--- config.mk ---
export PLATFORM = sky130hd
export DESIGN_NAME = id_ex_stage_flat
export DESIGN_NICKNAME = d
export VERILOG_FILES = /design/src/rtl/mips_pkg.sv /design/src/rtl/id_ex_stage_if.sv /design/src/rtl/id_ex_stage_forwarding_unit.sv /design/src/rtl/id_ex_stage.sv /design/src/flat_wrapper.sv
export SDC_FILE = /design/constraint.sdc
export NUM_CORES = 1
export LEC_CHECK = 0
export ABC_AREA = 1
export BUFFER_PORTS_ARGS = -buffer_cell sky130_fd_sc_hd__buf_2
export CAP_MARGIN = 10
export CORE_ASPECT_RATIO = 0.75
export CORE_UTILIZATION = 30
export DETAILED_ROUTE_END_ITERATION = 8
export SYNTH_ARGS = -nofsm -noshare
export SYNTH_HDL_FRONTEND = slang
export SYNTH_SLANG_ARGS = --single-unit
--- constraint.sdc ---
create_clock -name clk -period 10.93 [get_ports clk]
set_clock_uncertainty 0.05 [all_clocks]
set_input_delay 0.5465 -clock clk [delete_from_list [all_inputs] [get_ports clk]]
set_output_delay 0.5465 -clock clk [all_outputs]
set_load 0.005 [all_outputs]
--- src/rtl/mips_pkg.sv ---
// ---------------------------------------------------------------------------
// mips_pkg
// Definitions shared by the ID/EX pipeline register and its forwarding logic.
//   fwd_sel_e : ALU operand mux select codes
//                 FWD_REG   - operand comes from the register file read
//                 FWD_EXMEM - operand comes from the EX/MEM ALU result
//                 FWD_MEMWB - operand comes from the MEM/WB writeback value
//   CTRL_*    : bit positions inside the MEM and WB control bundles
// ---------------------------------------------------------------------------
package mips_pkg;

    typedef enum logic [1:0] {
        FWD_REG   = 2'b00,
        FWD_EXMEM = 2'b01,
        FWD_MEMWB = 2'b10
    } fwd_sel_e;

    localparam int CTRL_MEM_READ      = 0;
    localparam int CTRL_MEM_WRITE     = 1;
    localparam int CTRL_WB_REG_WRITE  = 0;
    localparam int CTRL_WB_MEM_TO_REG = 1;

endpackage

--- src/rtl/id_ex_stage_if.sv ---
// ---------------------------------------------------------------------------
// id_ex_stage_if
// Signal bundle of the ID/EX pipeline register.
//   pipeline control : enable, stall, flush
//   decode side      : in_valid, in_pc_next, in_reg_a/b, in_imm,
//                      in_rs/rt/rd, in_ctrl_ex/mem/wb
//   forwarding side  : in_exmem_rd/reg_write, in_memwb_rd/reg_write
//   EX side          : out_* registered copies, out_select_a/b, out_load_use
// Modports:
//   master - the environment that drives the stage (decode, hazard unit)
//   slave  - the ID/EX stage itself
// ---------------------------------------------------------------------------
interface id_ex_stage_if #(
    parameter int len_data     = 32,
    parameter int len_addr     = 5,
    parameter int len_ctrl_ex  = 6,
    parameter int len_ctrl_mem = 2,
    parameter int len_ctrl_wb  = 2
);
    logic                    enable;
    logic                    stall;
    logic                    flush;

    logic                    in_valid;
    logic [len_data-1:0]     in_pc_next;
    logic [len_data-1:0]     in_reg_a;
    logic [len_data-1:0]     in_reg_b;
    logic [len_data-1:0]     in_imm;
    logic [len_addr-1:0]     in_rs;
    logic [len_addr-1:0]     in_rt;
    logic [len_addr-1:0]     in_rd;
    logic [len_ctrl_ex-1:0]  in_ctrl_ex;
    logic [len_ctrl_mem-1:0] in_ctrl_mem;
    logic [len_ctrl_wb-1:0]  in_ctrl_wb;

    logic [len_addr-1:0]     in_exmem_rd;
    logic                    in_exmem_reg_write;
    logic [len_addr-1:0]     in_memwb_rd;
    logic                    in_memwb_reg_write;

    logic                    out_valid;
    logic [len_data-1:0]     out_pc_next;
    logic [len_data-1:0]     out_reg_a;
    logic [len_data-1:0]     out_reg_b;
    logic [len_data-1:0]     out_imm;
    logic [len_addr-1:0]     out_rs;
    logic [len_addr-1:0]     out_rt;
    logic [len_addr-1:0]     out_rd;
    logic [len_ctrl_ex-1:0]  out_ctrl_ex;
    logic [len_ctrl_mem-1:0] out_ctrl_mem;
    logic [len_ctrl_wb-1:0]  out_ctrl_wb;
    logic [1:0]              out_select_a;
    logic [1:0]              out_select_b;
    logic                    out_load_use;

    modport master (
        output enable, stall, flush,
        output in_valid, in_pc_next, in_reg_a, in_reg_b, in_imm,
        output in_rs, in_rt, in_rd, in_ctrl_ex, in_ctrl_mem, in_ctrl_wb,
        output in_exmem_rd, in_exmem_reg_write, in_memwb_rd, in_memwb_reg_write,
        input  out_valid, out_pc_next, out_reg_a, out_reg_b, out_imm,
        input  out_rs, out_rt, out_rd, out_ctrl_ex, out_ctrl_mem, out_ctrl_wb,
        input  out_select_a, out_select_b, out_load_use
    );

    modport slave (
        input  enable, stall, flush,
        input  in_valid, in_pc_next, in_reg_a, in_reg_b, in_imm,
        input  in_rs, in_rt, in_rd, in_ctrl_ex, in_ctrl_mem, in_ctrl_wb,
        input  in_exmem_rd, in_exmem_reg_write, in_memwb_rd, in_memwb_reg_write,
        output out_valid, out_pc_next, out_reg_a, out_reg_b, out_imm,
        output out_rs, out_rt, out_rd, out_ctrl_ex, out_ctrl_mem, out_ctrl_wb,
        output out_select_a, out_select_b, out_load_use
    );

endinterface

--- src/rtl/id_ex_stage_forwarding_unit.sv ---
// ---------------------------------------------------------------------------
// forwarding_unit
// Combinational ALU operand forwarding select generation for the EX stage.
//   valid_i             : EX stage holds a real instruction
//   rs_i, rt_i          : source registers of the EX stage instruction
//   exmem_rd_i/_reg_write_i : destination/write enable in EX/MEM
//   memwb_rd_i/_reg_write_i : destination/write enable in MEM/WB
//   select_a_o/_b_o     : fwd_sel_e code for operand A (rs) / B (rt)
// EX/MEM is the younger producer, so it wins when both stages match.
// Register 0 is hardwired to zero and is never forwarded.
// ---------------------------------------------------------------------------
module forwarding_unit
    import mips_pkg::*;
#(
    parameter int len_addr = 5
) (
    input  logic                valid_i,
    input  logic [len_addr-1:0] rs_i,
    input  logic [len_addr-1:0] rt_i,
    input  logic [len_addr-1:0] exmem_rd_i,
    input  logic                exmem_reg_write_i,
    input  logic [len_addr-1:0] memwb_rd_i,
    input  logic                memwb_reg_write_i,
    output logic [1:0]          select_a_o,
    output logic [1:0]          select_b_o
);

    function automatic fwd_sel_e pick(input logic [len_addr-1:0] src);
        fwd_sel_e sel;
        sel = FWD_REG;
        if (valid_i && exmem_reg_write_i && (exmem_rd_i != '0) && (exmem_rd_i == src))
            sel = FWD_EXMEM;
        else if (valid_i && memwb_reg_write_i && (memwb_rd_i != '0) && (memwb_rd_i == src))
            sel = FWD_MEMWB;
        return sel;
    endfunction

    always_comb begin
        select_a_o = pick(rs_i);
        select_b_o = pick(rt_i);
    end

endmodule

--- src/rtl/id_ex_stage.sv ---
// ---------------------------------------------------------------------------
// id_ex_stage
// ID/EX pipeline register of the 5-stage MIPS core.
//   clk   : rising-edge clock
//   reset : asynchronous, active-high; clears every register
//   bus   : id_ex_stage_if.slave
//             enable=0 freezes all state; flush clears everything;
//             stall inserts a bubble (control/valid cleared, data held);
//             otherwise the decode inputs are captured.
//           Also produces the operand forwarding selects and the
//           load-use hazard flag against the instruction in decode.
// ---------------------------------------------------------------------------
module id_ex_stage
    import mips_pkg::*;
#(
    parameter int len_data     = 32,
    parameter int len_addr     = 5,
    parameter int len_ctrl_ex  = 6,
    parameter int len_ctrl_mem = 2,
    parameter int len_ctrl_wb  = 2
) (
    input  logic          clk,
    input  logic          reset,
    id_ex_stage_if.slave  bus
);

    logic                    valid_q,    valid_d;
    logic [len_data-1:0]     pc_next_q,  pc_next_d;
    logic [len_data-1:0]     reg_a_q,    reg_a_d;
    logic [len_data-1:0]     reg_b_q,    reg_b_d;
    logic [len_data-1:0]     imm_q,      imm_d;
    logic [len_addr-1:0]     rs_q,       rs_d;
    logic [len_addr-1:0]     rt_q,       rt_d;
    logic [len_addr-1:0]     rd_q,       rd_d;
    logic [len_ctrl_ex-1:0]  ctrl_ex_q,  ctrl_ex_d;
    logic [len_ctrl_mem-1:0] ctrl_mem_q, ctrl_mem_d;
    logic [len_ctrl_wb-1:0]  ctrl_wb_q,  ctrl_wb_d;

    // Next-state: flush > stall > load. The enable gate sits on the
    // register itself so a frozen stage keeps whatever it holds, bubble
    // included.
    always_comb begin
        valid_d    = valid_q;
        pc_next_d  = pc_next_q;
        reg_a_d    = reg_a_q;
        reg_b_d    = reg_b_q;
        imm_d      = imm_q;
        rs_d       = rs_q;
        rt_d       = rt_q;
        rd_d       = rd_q;
        ctrl_ex_d  = ctrl_ex_q;
        ctrl_mem_d = ctrl_mem_q;
        ctrl_wb_d  = ctrl_wb_q;

        if (bus.flush) begin
            valid_d    = 1'b0;
            pc_next_d  = '0;
            reg_a_d    = '0;
            reg_b_d    = '0;
            imm_d      = '0;
            rs_d       = '0;
            rt_d       = '0;
            rd_d       = '0;
            ctrl_ex_d  = '0;
            ctrl_mem_d = '0;
            ctrl_wb_d  = '0;
        end else if (bus.stall) begin
            // Bubble: kill side effects, keep operands for the replay.
            valid_d    = 1'b0;
            ctrl_ex_d  = '0;
            ctrl_mem_d = '0;
            ctrl_wb_d  = '0;
        end else begin
            valid_d    = bus.in_valid;
            pc_next_d  = bus.in_pc_next;
            reg_a_d    = bus.in_reg_a;
            reg_b_d    = bus.in_reg_b;
            imm_d      = bus.in_imm;
            rs_d       = bus.in_rs;
            rt_d       = bus.in_rt;
            rd_d       = bus.in_rd;
            ctrl_ex_d  = bus.in_ctrl_ex;
            ctrl_mem_d = bus.in_ctrl_mem;
            ctrl_wb_d  = bus.in_ctrl_wb;
        end
    end

    always_ff @(posedge clk or posedge reset) begin
        if (reset) begin
            valid_q    <= 1'b0;
            pc_next_q  <= '0;
            reg_a_q    <= '0;
            reg_b_q    <= '0;
            imm_q      <= '0;
            rs_q       <= '0;
            rt_q       <= '0;
            rd_q       <= '0;
            ctrl_ex_q  <= '0;
            ctrl_mem_q <= '0;
            ctrl_wb_q  <= '0;
        end else if (bus.enable) begin
            valid_q    <= valid_d;
            pc_next_q  <= pc_next_d;
            reg_a_q    <= reg_a_d;
            reg_b_q    <= reg_b_d;
            imm_q      <= imm_d;
            rs_q       <= rs_d;
            rt_q       <= rt_d;
            rd_q       <= rd_d;
            ctrl_ex_q  <= ctrl_ex_d;
            ctrl_mem_q <= ctrl_mem_d;
            ctrl_wb_q  <= ctrl_wb_d;
        end
    end

    assign bus.out_valid    = valid_q;
    assign bus.out_pc_next  = pc_next_q;
    assign bus.out_reg_a    = reg_a_q;
    assign bus.out_reg_b    = reg_b_q;
    assign bus.out_imm      = imm_q;
    assign bus.out_rs       = rs_q;
    assign bus.out_rt       = rt_q;
    assign bus.out_rd       = rd_q;
    assign bus.out_ctrl_ex  = ctrl_ex_q;
    assign bus.out_ctrl_mem = ctrl_mem_q;
    assign bus.out_ctrl_wb  = ctrl_wb_q;

    forwarding_unit #(
        .len_addr (len_addr)
    ) u_fwd (
        .valid_i           (valid_q),
        .rs_i              (rs_q),
        .rt_i              (rt_q),
        .exmem_rd_i        (bus.in_exmem_rd),
        .exmem_reg_write_i (bus.in_exmem_reg_write),
        .memwb_rd_i        (bus.in_memwb_rd),
        .memwb_reg_write_i (bus.in_memwb_reg_write),
        .select_a_o        (bus.out_select_a),
        .select_b_o        (bus.out_select_b)
    );

    // A load in EX whose target is read by the instruction in decode cannot
    // be covered by forwarding; the hazard unit answers with a one-cycle stall.
    assign bus.out_load_use = valid_q && ctrl_mem_q[CTRL_MEM_READ] && (rt_q != '0) &&
                              bus.in_valid && ((rt_q == bus.in_rs) || (rt_q == bus.in_rt));

endmodule

--- src/flat_wrapper.sv ---
// flat-port wrapper written by rule: the top's interface ports become plain ports
module id_ex_stage_flat import mips_pkg::*;
#(
    parameter int len_data     = 32,
    parameter int len_addr     = 5,
    parameter int len_ctrl_ex  = 6,
    parameter int len_ctrl_mem = 2,
    parameter int len_ctrl_wb  = 2
)
  (clk, reset, bus_enable, bus_stall, bus_flush, bus_in_valid, bus_in_pc_next, bus_in_reg_a, bus_in_reg_b, bus_in_imm, bus_in_rs, bus_in_rt, bus_in_rd, bus_in_ctrl_ex, bus_in_ctrl_mem, bus_in_ctrl_wb, bus_in_exmem_rd, bus_in_exmem_reg_write, bus_in_memwb_rd, bus_in_memwb_reg_write, bus_out_valid, bus_out_pc_next, bus_out_reg_a, bus_out_reg_b, bus_out_imm, bus_out_rs, bus_out_rt, bus_out_rd, bus_out_ctrl_ex, bus_out_ctrl_mem, bus_out_ctrl_wb, bus_out_select_a, bus_out_select_b, bus_out_load_use);
  id_ex_stage_if #(.len_data(len_data), .len_addr(len_addr), .len_ctrl_ex(len_ctrl_ex), .len_ctrl_mem(len_ctrl_mem), .len_ctrl_wb(len_ctrl_wb)) bus_i ();
  input  logic clk;
  input  logic reset;
  input wire logic [$bits(bus_i.enable)-1:0] bus_enable;
  input wire logic [$bits(bus_i.stall)-1:0] bus_stall;
  input wire logic [$bits(bus_i.flush)-1:0] bus_flush;
  input wire logic [$bits(bus_i.in_valid)-1:0] bus_in_valid;
  input wire logic [$bits(bus_i.in_pc_next)-1:0] bus_in_pc_next;
  input wire logic [$bits(bus_i.in_reg_a)-1:0] bus_in_reg_a;
  input wire logic [$bits(bus_i.in_reg_b)-1:0] bus_in_reg_b;
  input wire logic [$bits(bus_i.in_imm)-1:0] bus_in_imm;
  input wire logic [$bits(bus_i.in_rs)-1:0] bus_in_rs;
  input wire logic [$bits(bus_i.in_rt)-1:0] bus_in_rt;
  input wire logic [$bits(bus_i.in_rd)-1:0] bus_in_rd;
  input wire logic [$bits(bus_i.in_ctrl_ex)-1:0] bus_in_ctrl_ex;
  input wire logic [$bits(bus_i.in_ctrl_mem)-1:0] bus_in_ctrl_mem;
  input wire logic [$bits(bus_i.in_ctrl_wb)-1:0] bus_in_ctrl_wb;
  input wire logic [$bits(bus_i.in_exmem_rd)-1:0] bus_in_exmem_rd;
  input wire logic [$bits(bus_i.in_exmem_reg_write)-1:0] bus_in_exmem_reg_write;
  input wire logic [$bits(bus_i.in_memwb_rd)-1:0] bus_in_memwb_rd;
  input wire logic [$bits(bus_i.in_memwb_reg_write)-1:0] bus_in_memwb_reg_write;
  output wire logic [$bits(bus_i.out_valid)-1:0] bus_out_valid;
  output wire logic [$bits(bus_i.out_pc_next)-1:0] bus_out_pc_next;
  output wire logic [$bits(bus_i.out_reg_a)-1:0] bus_out_reg_a;
  output wire logic [$bits(bus_i.out_reg_b)-1:0] bus_out_reg_b;
  output wire logic [$bits(bus_i.out_imm)-1:0] bus_out_imm;
  output wire logic [$bits(bus_i.out_rs)-1:0] bus_out_rs;
  output wire logic [$bits(bus_i.out_rt)-1:0] bus_out_rt;
  output wire logic [$bits(bus_i.out_rd)-1:0] bus_out_rd;
  output wire logic [$bits(bus_i.out_ctrl_ex)-1:0] bus_out_ctrl_ex;
  output wire logic [$bits(bus_i.out_ctrl_mem)-1:0] bus_out_ctrl_mem;
  output wire logic [$bits(bus_i.out_ctrl_wb)-1:0] bus_out_ctrl_wb;
  output wire logic [$bits(bus_i.out_select_a)-1:0] bus_out_select_a;
  output wire logic [$bits(bus_i.out_select_b)-1:0] bus_out_select_b;
  output wire logic [$bits(bus_i.out_load_use)-1:0] bus_out_load_use;
  assign bus_i.enable = bus_enable;
  assign bus_i.stall = bus_stall;
  assign bus_i.flush = bus_flush;
  assign bus_i.in_valid = bus_in_valid;
  assign bus_i.in_pc_next = bus_in_pc_next;
  assign bus_i.in_reg_a = bus_in_reg_a;
  assign bus_i.in_reg_b = bus_in_reg_b;
  assign bus_i.in_imm = bus_in_imm;
  assign bus_i.in_rs = bus_in_rs;
  assign bus_i.in_rt = bus_in_rt;
  assign bus_i.in_rd = bus_in_rd;
  assign bus_i.in_ctrl_ex = bus_in_ctrl_ex;
  assign bus_i.in_ctrl_mem = bus_in_ctrl_mem;
  assign bus_i.in_ctrl_wb = bus_in_ctrl_wb;
  assign bus_i.in_exmem_rd = bus_in_exmem_rd;
  assign bus_i.in_exmem_reg_write = bus_in_exmem_reg_write;
  assign bus_i.in_memwb_rd = bus_in_memwb_rd;
  assign bus_i.in_memwb_reg_write = bus_in_memwb_reg_write;
  assign bus_out_valid = bus_i.out_valid;
  assign bus_out_pc_next = bus_i.out_pc_next;
  assign bus_out_reg_a = bus_i.out_reg_a;
  assign bus_out_reg_b = bus_i.out_reg_b;
  assign bus_out_imm = bus_i.out_imm;
  assign bus_out_rs = bus_i.out_rs;
  assign bus_out_rt = bus_i.out_rt;
  assign bus_out_rd = bus_i.out_rd;
  assign bus_out_ctrl_ex = bus_i.out_ctrl_ex;
  assign bus_out_ctrl_mem = bus_i.out_ctrl_mem;
  assign bus_out_ctrl_wb = bus_i.out_ctrl_wb;
  assign bus_out_select_a = bus_i.out_select_a;
  assign bus_out_select_b = bus_i.out_select_b;
  assign bus_out_load_use = bus_i.out_load_use;
  id_ex_stage #(.len_data(len_data), .len_addr(len_addr), .len_ctrl_ex(len_ctrl_ex), .len_ctrl_mem(len_ctrl_mem), .len_ctrl_wb(len_ctrl_wb)) u_core (.clk(clk), .reset(reset), .bus(bus_i));
endmodule
Yosys cells after proc, flatten, opt, wreduce, memory -nomap -nowiden
Cells that the tools add are included.
{"block": "classes", "eq_ne": 7, "muxes": 26, "n_reduce_logical": 17}
{"cell": "32-bit two-way mux", "n": 8}
{"cell": "5-bit equality test", "n": 6}
{"cell": "5-bit two-way mux", "n": 6}
{"cell": "2-bit two-way mux", "n": 8}
{"cell": "5-bit nonzero test", "n": 3}
{"cell": "1-bit logical AND", "n": 12}
{"cell": "6-bit two-way mux", "n": 2}
{"cell": "1-bit two-way mux", "n": 2}
{"cell": "2-bit by 1-bit inequality test with 1-bit output (second input constant)", "n": 1}
{"cell": "2-bit AND reduction", "n": 1}
{"cell": "1-bit logical OR", "n": 1}
{"block": "word_totals", "ff_bits": 154, "inputBits": 171, "out_inout_bits": 159, "word_cells": 61}

Longest topological paths before layout
Gate-level depths: netlist of the first run.
{"block": "depth", "ltp_word": 5, "ltp_mapped": 8, "mapped_depth_nobuf": 7}

Cells and area by module
From an unflattened synthesis of the first run, not the netlist that was laid out.
{"block": "unflattened", "hier_cells": 794, "hier_area_um2": 6819.0}
{"mod": "id_ex_stage", "instances": 1, "cells_per_inst": 704, "area_per_inst_um2": 6441.2, "seq_area_each_um2": 3853.7}
{"mod": "forwarding_unit", "instances": 1, "cells_per_inst": 90, "area_per_inst_um2": 377.9, "seq_area_each_um2": 0.0}

Worst setup path after synthesis of the first run
OpenSTA, ideal clock, no wires.
{"block": "synth_path", "path_kind": "input -> output", "startpoint": "in bus_in_exmem_rd[3]", "endpoint": "out bus_out_select_b[1]", "t_arrival_ns": 1.037, "t_required_ns": 10.334, "slack_ns": 9.296, "stages": 7, "path_buffers": 0, "path_cell_list": "inv_1 > nand2_1 > nand2_1 > nor2_1 > nand3_1 > nor2_1 > nor2_1"}
{"block": "synth_between", "elab_chain_cells": 4, "elab_cells_between_ends": 5, "cone_classes": "eq/ne: 1; mux: 1; reduce/logical: 3"}
{"item": "from (decl)", "line": "flat_wrapper.sv:28", "text": "input wire logic [$bits(bus_i.in_exmem_rd)-1:0] bus_in_exmem_rd;"}
{"item": "5-bit nonzero test", "line": "id_ex_stage_forwarding_unit.sv:31", "text": "if (valid_i && exmem_reg_write_i && (exmem_rd_i != '0) && (exmem_rd_i == src))"}
{"item": "1-bit logical AND", "line": "id_ex_stage_forwarding_unit.sv:31"}
{"item": "1-bit logical AND *", "line": "id_ex_stage_forwarding_unit.sv:31"}
{"item": "2-bit two-way mux *", "line": "id_ex_stage_forwarding_unit.sv:31"}
{"item": "to (decl)", "line": "flat_wrapper.sv:44", "text": "output wire logic [$bits(bus_i.out_select_b)-1:0] bus_out_select_b;"}
Every way passes the cells marked *; elsewhere a longest branch is shown, timed or not.

Worst setup path after layout of the first run
{"block": "layout_path", "startpoint": "in bus_stall", "endpoint": "reg u_core.reg_a_q[8] (netlist: u_core.bus.out_reg_a[8])"}
{"block": "layout_between", "elab_chain_cells": 2}
{"item": "from (decl)", "line": "flat_wrapper.sv:15", "text": "input wire logic [$bits(bus_i.stall)-1:0] bus_stall;"}
{"item": "2-bit by 1-bit inequality test with 1-bit output (no line)"}
{"item": "2-bit AND reduction (no line)"}
{"item": "to (signal assigned)", "line": "id_ex_stage.sv:104", "text": "reg_a_q <= reg_a_d;"}
{"item": "to (decl)", "line": "id_ex_stage.sv:29", "text": "logic [len_data-1:0] reg_a_q, reg_a_d;"}
Every way passes these cells.
A chain may end at the register's enable or synchronous reset.

==> results of run 1 <==
==> where the power goes <==
group	switching, mW	internal, mW	leakage, nW
Combinational	0.108	0.0778	2.51
Sequential	0.0250	0.610	2.07
Clock	0.253	0.324	0.268
==> layout make-up <==
cell class | count | share of cell area (%)
sequential | 154 | 42.2
multi-input combinational | 418 | 22.4
timing repair buffer | 334 | 18.5
inverter | 159 | 6.60
clock buffer | 18 | 4.81
tap | 294 | 4.03
clock inverter | 13 | 1.45
==> stage by stage <==
| step | util [%] | power (mW) | setup WS, ns | hold WS [ns] |
|---|---|---|---|---|
| 4_1_cts | 41.4 | 1.42 | 8.33 | 0.261 |
| 2_1_floorplan | - | 0.735 | 6.18 | 0.423 |
| 3_3_place_gp | 38.8 | 0.833 | 7.89 | 0.409 |
| 5_1_grt | 41.4 | 1.48 | 8.09 | 0.274 |
| 6_report | 41.4 | 1.40 | 8.30 | 0.216 |
| 3_5_place_dp | 38.8 | 0.834 | 7.86 | 0.417 |
==> critical path: stages <==
cell and delay (ns):
buf_2 0.13, nor2_4 0.85, buf_4 0.96, nand3_1 0.17
o21ai_0 0.15
==> sequential cells by signal, summed over array words and instances, names as in the netlist <==
name,count
u_core.bus.out_rs,5
u_core.bus.out_reg_a,32
u_core.bus.out_rt,5
u_core.bus.out_pc_next,32
u_core.bus.out_valid,1
u_core.bus.out_ctrl_mem,2
u_core.bus.out_ctrl_wb,2
u_core.bus.out_imm,32
u_core.bus.out_rd,5
u_core.bus.out_reg_b,32
u_core.bus.out_ctrl_ex,6
==> path summary, 6_finish.rpt <==
check,from,end
min reg2reg,u_core.bus.out_ctrl_wb[1]$_DFFE_PP0P_,u_core.bus.out_ctrl_wb[1]$_DFFE_PP0P_
max in group asynchronous,reset,u_core.bus.out_pc_next[20]$_DFFE_PP0P_
max,bus_stall,u_core.bus.out_reg_a[8]$_DFFE_PP0P_
min in group clk,bus_in_reg_a[10],u_core.bus.out_reg_a[10]$_DFFE_PP0P_
min,reset,u_core.bus.out_reg_a[4]$_DFFE_PP0P_
max reg2reg,u_core.bus.out_rt[0]$_DFFE_PP0P_,u_core.bus.out_rt[0]$_DFFE_PP0P_
==> synthesized netlist by cell type <==
cell / number / area [um2]
inv_1: 158 / 593
nand3_1: 155 / 776
dfrtp_1: 154 / 3850
nand2_1: 79 / 297
o21ai_0: 73 / 365
o21ai_1: 64 / 320
nor2_1: 22 / 82.6
buf_2: 18 / 90.1
clkbuf_1: 17 / 63.8
buf_4: 11 / 82.6
xnor2_1: 9 / 78.8
o22ai_1: 6 / 37.5
clkbuf_2: 4 / 20.0
nand4_1: 4 / 25.0
xor2_1: 3 / 26.3
a21oi_1: 1 / 5.00
buf_6: 1 / 11.3
inv_2: 1 / 3.75
nor2_2: 1 / 6.26
o21ai_4: 1 / 16.3
==> kinds of logic after synthesis <==
family | share of synthesized area (%)
compound gates | 11.0
xor+xnor | 1.56
buf+inv | 12.8
flops | 57.1
simple gates | 17.6
==> metal layers <==
layer  track usage [%]  up-vias  share of wire (%)
li1                  -     3092                  -
met1              24.5     2907                 46
met2              27.4      224                 45
met3              5.31       15                7.6
met4              4.49        0                1.0
met5                 0        -                  0
==> impl_metrics.csv, run 1 <==
group,metric,value,unit
setup_path,worst_r2r_path_depth,2,
timing,slew_headroom,24.1,%
setup_path,criticalPathCategory,"in2reg",
grt,grtUsageTotal,17.8,%
die,die_h,132,um
die,start_util,30.6,%
setup_path,end_kind,"flop",
timing,tightest_slew,1.14,ns
clocking,path_clk_slew,0.07,ns
routing,routed-via-count,6238,
cells_and_area,final_cells,1390,
die,num_rows,47,
die,coreArea,22100,um2
cells_and_area,fin_area,9120,um2
place,port_buffers,329,
setup_path,start_kind,"input port",
place,dpl.hpwl,13.8,mm
clocking,cts_setup_buffers,0,
timing,period_needed,2.63,ns
logic_synthesis,syn_area_per_cell,8.64,um2
clocking,clk_latency,0.41,ns
clocking,postCtsHoldBufs,0,
place,place_congestion,0.828,
routing,drc,0,
cells_and_area,sequential_cell_area,3850,um2
clocking,htree_levels,4,
timing,fin_crit_sh,24.1,%
timing,hold_violations,0,
timing,fmax,380,MHz
clocking,numCtsBuffers,17,
timing,slew_violations,0,
timing,final-setup-viol-count,0,
grt,grt_pass1_wl,32.8,mm
die,chipWidth,175,um
routing,finalWirelength,20.3,mm
die,io-pin-count,330,
place,dpl-instance-area,8550,um2
logic_synthesis,synth_cell_types,20,
routing,drtPass1Iterations,5,
clocking,clk_path_buf_depth,2,
run_status,outcome,"complete, no violations",
cells_and_area,area_growth,35.1,%
routing,drt-initial-drc-count,368,
clocking,cts_tree,"yes",
grt,first_global_vias,6072,
setup_path,cp.required,11.21,ns
logic_synthesis,yosysWarnings,0,
logic_synthesis,netlist_area,6750,um2
clocking,cts_sinks,154,
cells_and_area,drive_gt1_share,33.7,%
run,maxCapViolations,0,
cells_and_area,final_common_cell,"buf_2",
routing,wire_per_inst,14.6,um
clocking,post_cts_resized,0,
logic_synthesis,ys_seq_area_share,57.1,%
place,place_inst,1359,
setup_path,rrSetupSlack,9.94,ns
routing,ant_nets,0,
pwr,powerDensity,153,nW/um2
cells_and_area,diodes,0,
timing,rsz0062_at_grt,"no",
pwr,leakage,4.84,nW
grt,grt-ovfl-total,0,
routing,viasPerCell,4.49,
logic_synthesis,synthCells,782,
cells_and_area,final_cell_mix,"buf_2 (328), inv_1 (157), nand3_1 (155)",
cells_and_area,multiInputGateArea,2040,um2
setup_path,critical_path.max_fanout,104,
setup_path,arrival,2.90,ns
grt,antenna_found_initial,0,
worst_hold_path,hold_class,"in2async",
cells_and_area,final_nets,1255,
die,die-area,23100,um2
timing,tns,0,ns
clocking,clk_root_buffer_cell,"clkbuf_16",
pwr,max-vdd-ir-drop,0.0000895,V
cells_and_area,num-fill-cells,2280,
grt,grt_max_degree,105,
logic_synthesis,synth_nets,953,
logic_synthesis,yosys_register_bits,154,
Note: power is estimated with default switching activity, not from simulation.
==> inputs of run 2 (changes only) <==
==> constraint.sdc (replaced) <==
create_clock -name clk -period 2.7 [get_ports clk]
set_clock_uncertainty 0.05 [all_clocks]
set_input_delay 0.135 -clock clk [delete_from_list [all_inputs] [get_ports clk]]
set_output_delay 0.135 -clock clk [all_outputs]
set_load 0.005 [all_outputs]
==> run 2 against run 1 <==
  * Die area is the same
  * Sequential cell count is the same
  * Final cell count grew 11%
  * Critical path type is now reg2out
  * Largest cell class unchanged
  * Highest routed layer unchanged
==> impl_metrics.csv, run 2 (synthesis results as in run 1) <==
group,metric,value,unit
run_status,outcome,"complete, no violations",
cells_and_area,diodes,0,
clocking,htree_levels,4,
place,dpl-instance-area,8630,um2
worst_hold_path,hold_class,"in2reg",
clocking,clk_path_buf_depth,2,
pwr,seqPwrFrac,43.7,%
clocking,cts_tree,"yes",
clocking,post_cts_resized,0,
place,port_buffers,329,
pwr,power.total,5.89,mW
place,dpl.hpwl,13.9,mm
timing,rsz0062_at_grt,"no",
pwr,swShare,27.8,%
grt,grt-ovfl-total,0,
timing,timing.final.ws_setup,0.781,ns
die,die-area,23100,um2
grt,antenna_found_initial,0,
place,place_congestion,0.839,
place,pre_cts_slack,0.833,ns
setup_path,path_buf_inv,2,
pwr,p_switching,1.64,mW
setup_path,worstPathCellList,"inv_1, nand2_1, nand2_1, nor2_1, nand3_1, a21oi_1, buf_2",
die,die_h,132,um
pwr,leakage,5.54,nW
setup_path,critical_path.max_fanout,6,
clocking,path_clk_slew,0.07,ns
timing,tns,0,ns
die,start_util,30.6,%
run,maxCapViolations,0,
grt,grt_pass1_wl,35.3,mm
timing,final-setup-viol-count,0,
pwr,p_clk_share,40.1,%
setup_path,cp_top_family,"flip-flops",
setup_path,crit_path_frequent_cell,"nand2_1",
setup_path,cp_slowest_cell,"dfrtp_1",
setup_path,start_kind,"flop",
timing,hold_violations,0,
cells_and_area,fin_area,10800,um2
setup_path,max_stage_delay,0.49,ns
cells_and_area,final_cell_mix,"buf_2 (328), inv_1 (157), nand3_1 (155), dlygate4sd3_1 (155), dfrtp_1 (154)",
setup_path,criticalPathCategory,"reg2out",
clocking,cts_sinks,154,
timing,period_needed,1.92,ns
cells_and_area,drive_gt1_share,29.6,%
pwr,max-vdd-ir-drop,0.000415,V
routing,routed-via-count,6997,
timing,fmax,521,MHz
die,chipWidth,175,um
setup_path,arrival,1.73,ns
routing,drt-initial-drc-count,422,
setup_path,cp.required,2.52,ns
cells_and_area,final_common_cell,"buf_2",
grt,grtUsageTotal,19.2,%
clocking,clk_latency,0.42,ns
routing,drc,0,
die,io-pin-count,330,
routing,viasPerCell,4.52,
die,num_rows,47,
timing,slew_headroom,54.7,%
grt,grt_max_degree,116,
routing,finalWirelength,22.2,mm
timing,slew_violations,0,
pwr,intPower,4.25,mW
setup_path,end_kind,"output port",
clocking,numCtsBuffers,17,
routing,wire_per_inst,14.3,um
clocking,cts_setup_buffers,0,
routing,drtPass1Iterations,5,
timing,fin_crit_sh,71.1,%
clocking,clk_root_buffer_cell,"clkbuf_16",
grt,first_global_vias,6933,
cells_and_area,final_nets,1412,
routing,ant_nets,0,
timing,tightest_slew,0.678,ns
cells_and_area,num-fill-cells,2055,
pwr,p_comb_share,16.2,%
cells_and_area,area_growth,59.3,%
pwr,powerDensity,548,nW/um2
die,coreArea,22100,um2
## run 2: cell count changes in the layout (fill, tap and decap cells not counted)
cell           change
dlygate4sd3_1    +155
buf_12             +5
buf_4              -3
clkinvlp_4         -3
inv_8              +3
clkbuf_1           +1
clkbuf_8           -1
clkinv_2           +1
clkinv_4           +1
inv_6              -1
## run 2: final timing paths
kind,startpoint,end,slack (ns),depth (start not counted)
max in group asynchronous,reset,u_core.bus.out_reg_a[27]$_DFFE_PP0P_,1.49,4
worst max register to register,u_core.bus.out_rt[4]$_DFFE_PP0P_,u_core.bus.out_rt[4]$_DFFE_PP0P_,1.75,2
min in group asynchronous,reset,u_core.bus.out_pc_next[28]$_DFFE_PP0P_,0.32,3
worst max-delay path,u_core.bus.out_rt[4]$_DFFE_PP0P_,bus_out_load_use,0.78,7
worst min-delay path,bus_enable,u_core.bus.out_ctrl_mem[0]$_DFFE_PP0P_,0.16,3
worst min register to register,u_core.bus.out_ctrl_ex[3]$_DFFE_PP0P_,u_core.bus.out_ctrl_ex[3]$_DFFE_PP0P_,0.44,2
## run 2: final cells by class
type | count | area, um2 | area share, %
clock inverter | 14 | 150 | 1.40
sequential | 154 | 3850 | 35.8
multi-input combinational | 418 | 2040 | 19.0
clock buffer | 18 | 429 | 3.99
timing repair buffer | 491 | 3320 | 30.8
tap | 294 | 368 | 3.42
inverter | 159 | 601 | 5.58
## run 2: worst reg2reg max path, cell delays in order (launching register included)
cell,delay (ns)
dfrtp_1,0.47
inv_1,0.19
o22ai_1,0.11
## run 2: power groups by stage
stage                     clock (mW)  combinational, mW  sequential [mW]
after CTS                       2.44              0.953             2.57
after detailed placement           0              0.779             2.61
after global placement             0              0.771             2.61
after floorplan                    0              0.362             2.62
final                           2.36              0.954             2.58
after global routing            2.55               1.06             2.59
## run 2: metal layers
layer,track usage [%],part of all wire (%),vias to the layer above
met2,31.3,47,262
li1,-,-,3412
met3,5.05,6.7,36
met5,0,0,-
met4,6.81,2.3,0
met1,24.5,44,3287
## run 2: repair_timing
| action | in CTS | in global routing |
|---|---|---|
| setup endpoints to repair | 0 | 0 |
| hold buffers | 155 | 0 |
| endpoints found under the hold margin | 179 | 0 |
## run 2: stage by stage
| step | std cells | util [%] | hold slack, ns |
|---|---|---|---|
| 5_1_grt | 1548 | 48.8 | 0.153 |
| 3_5_place_dp | 1361 | 39.1 | 0.226 |
| 2_1_floorplan | 782 | - | 0.223 |
| 6_report | 1548 | 48.8 | 0.161 |
| 3_3_place_gp | 1361 | 39.1 | 0.242 |
| 4_1_cts | 1548 | 48.8 | 0.130 |
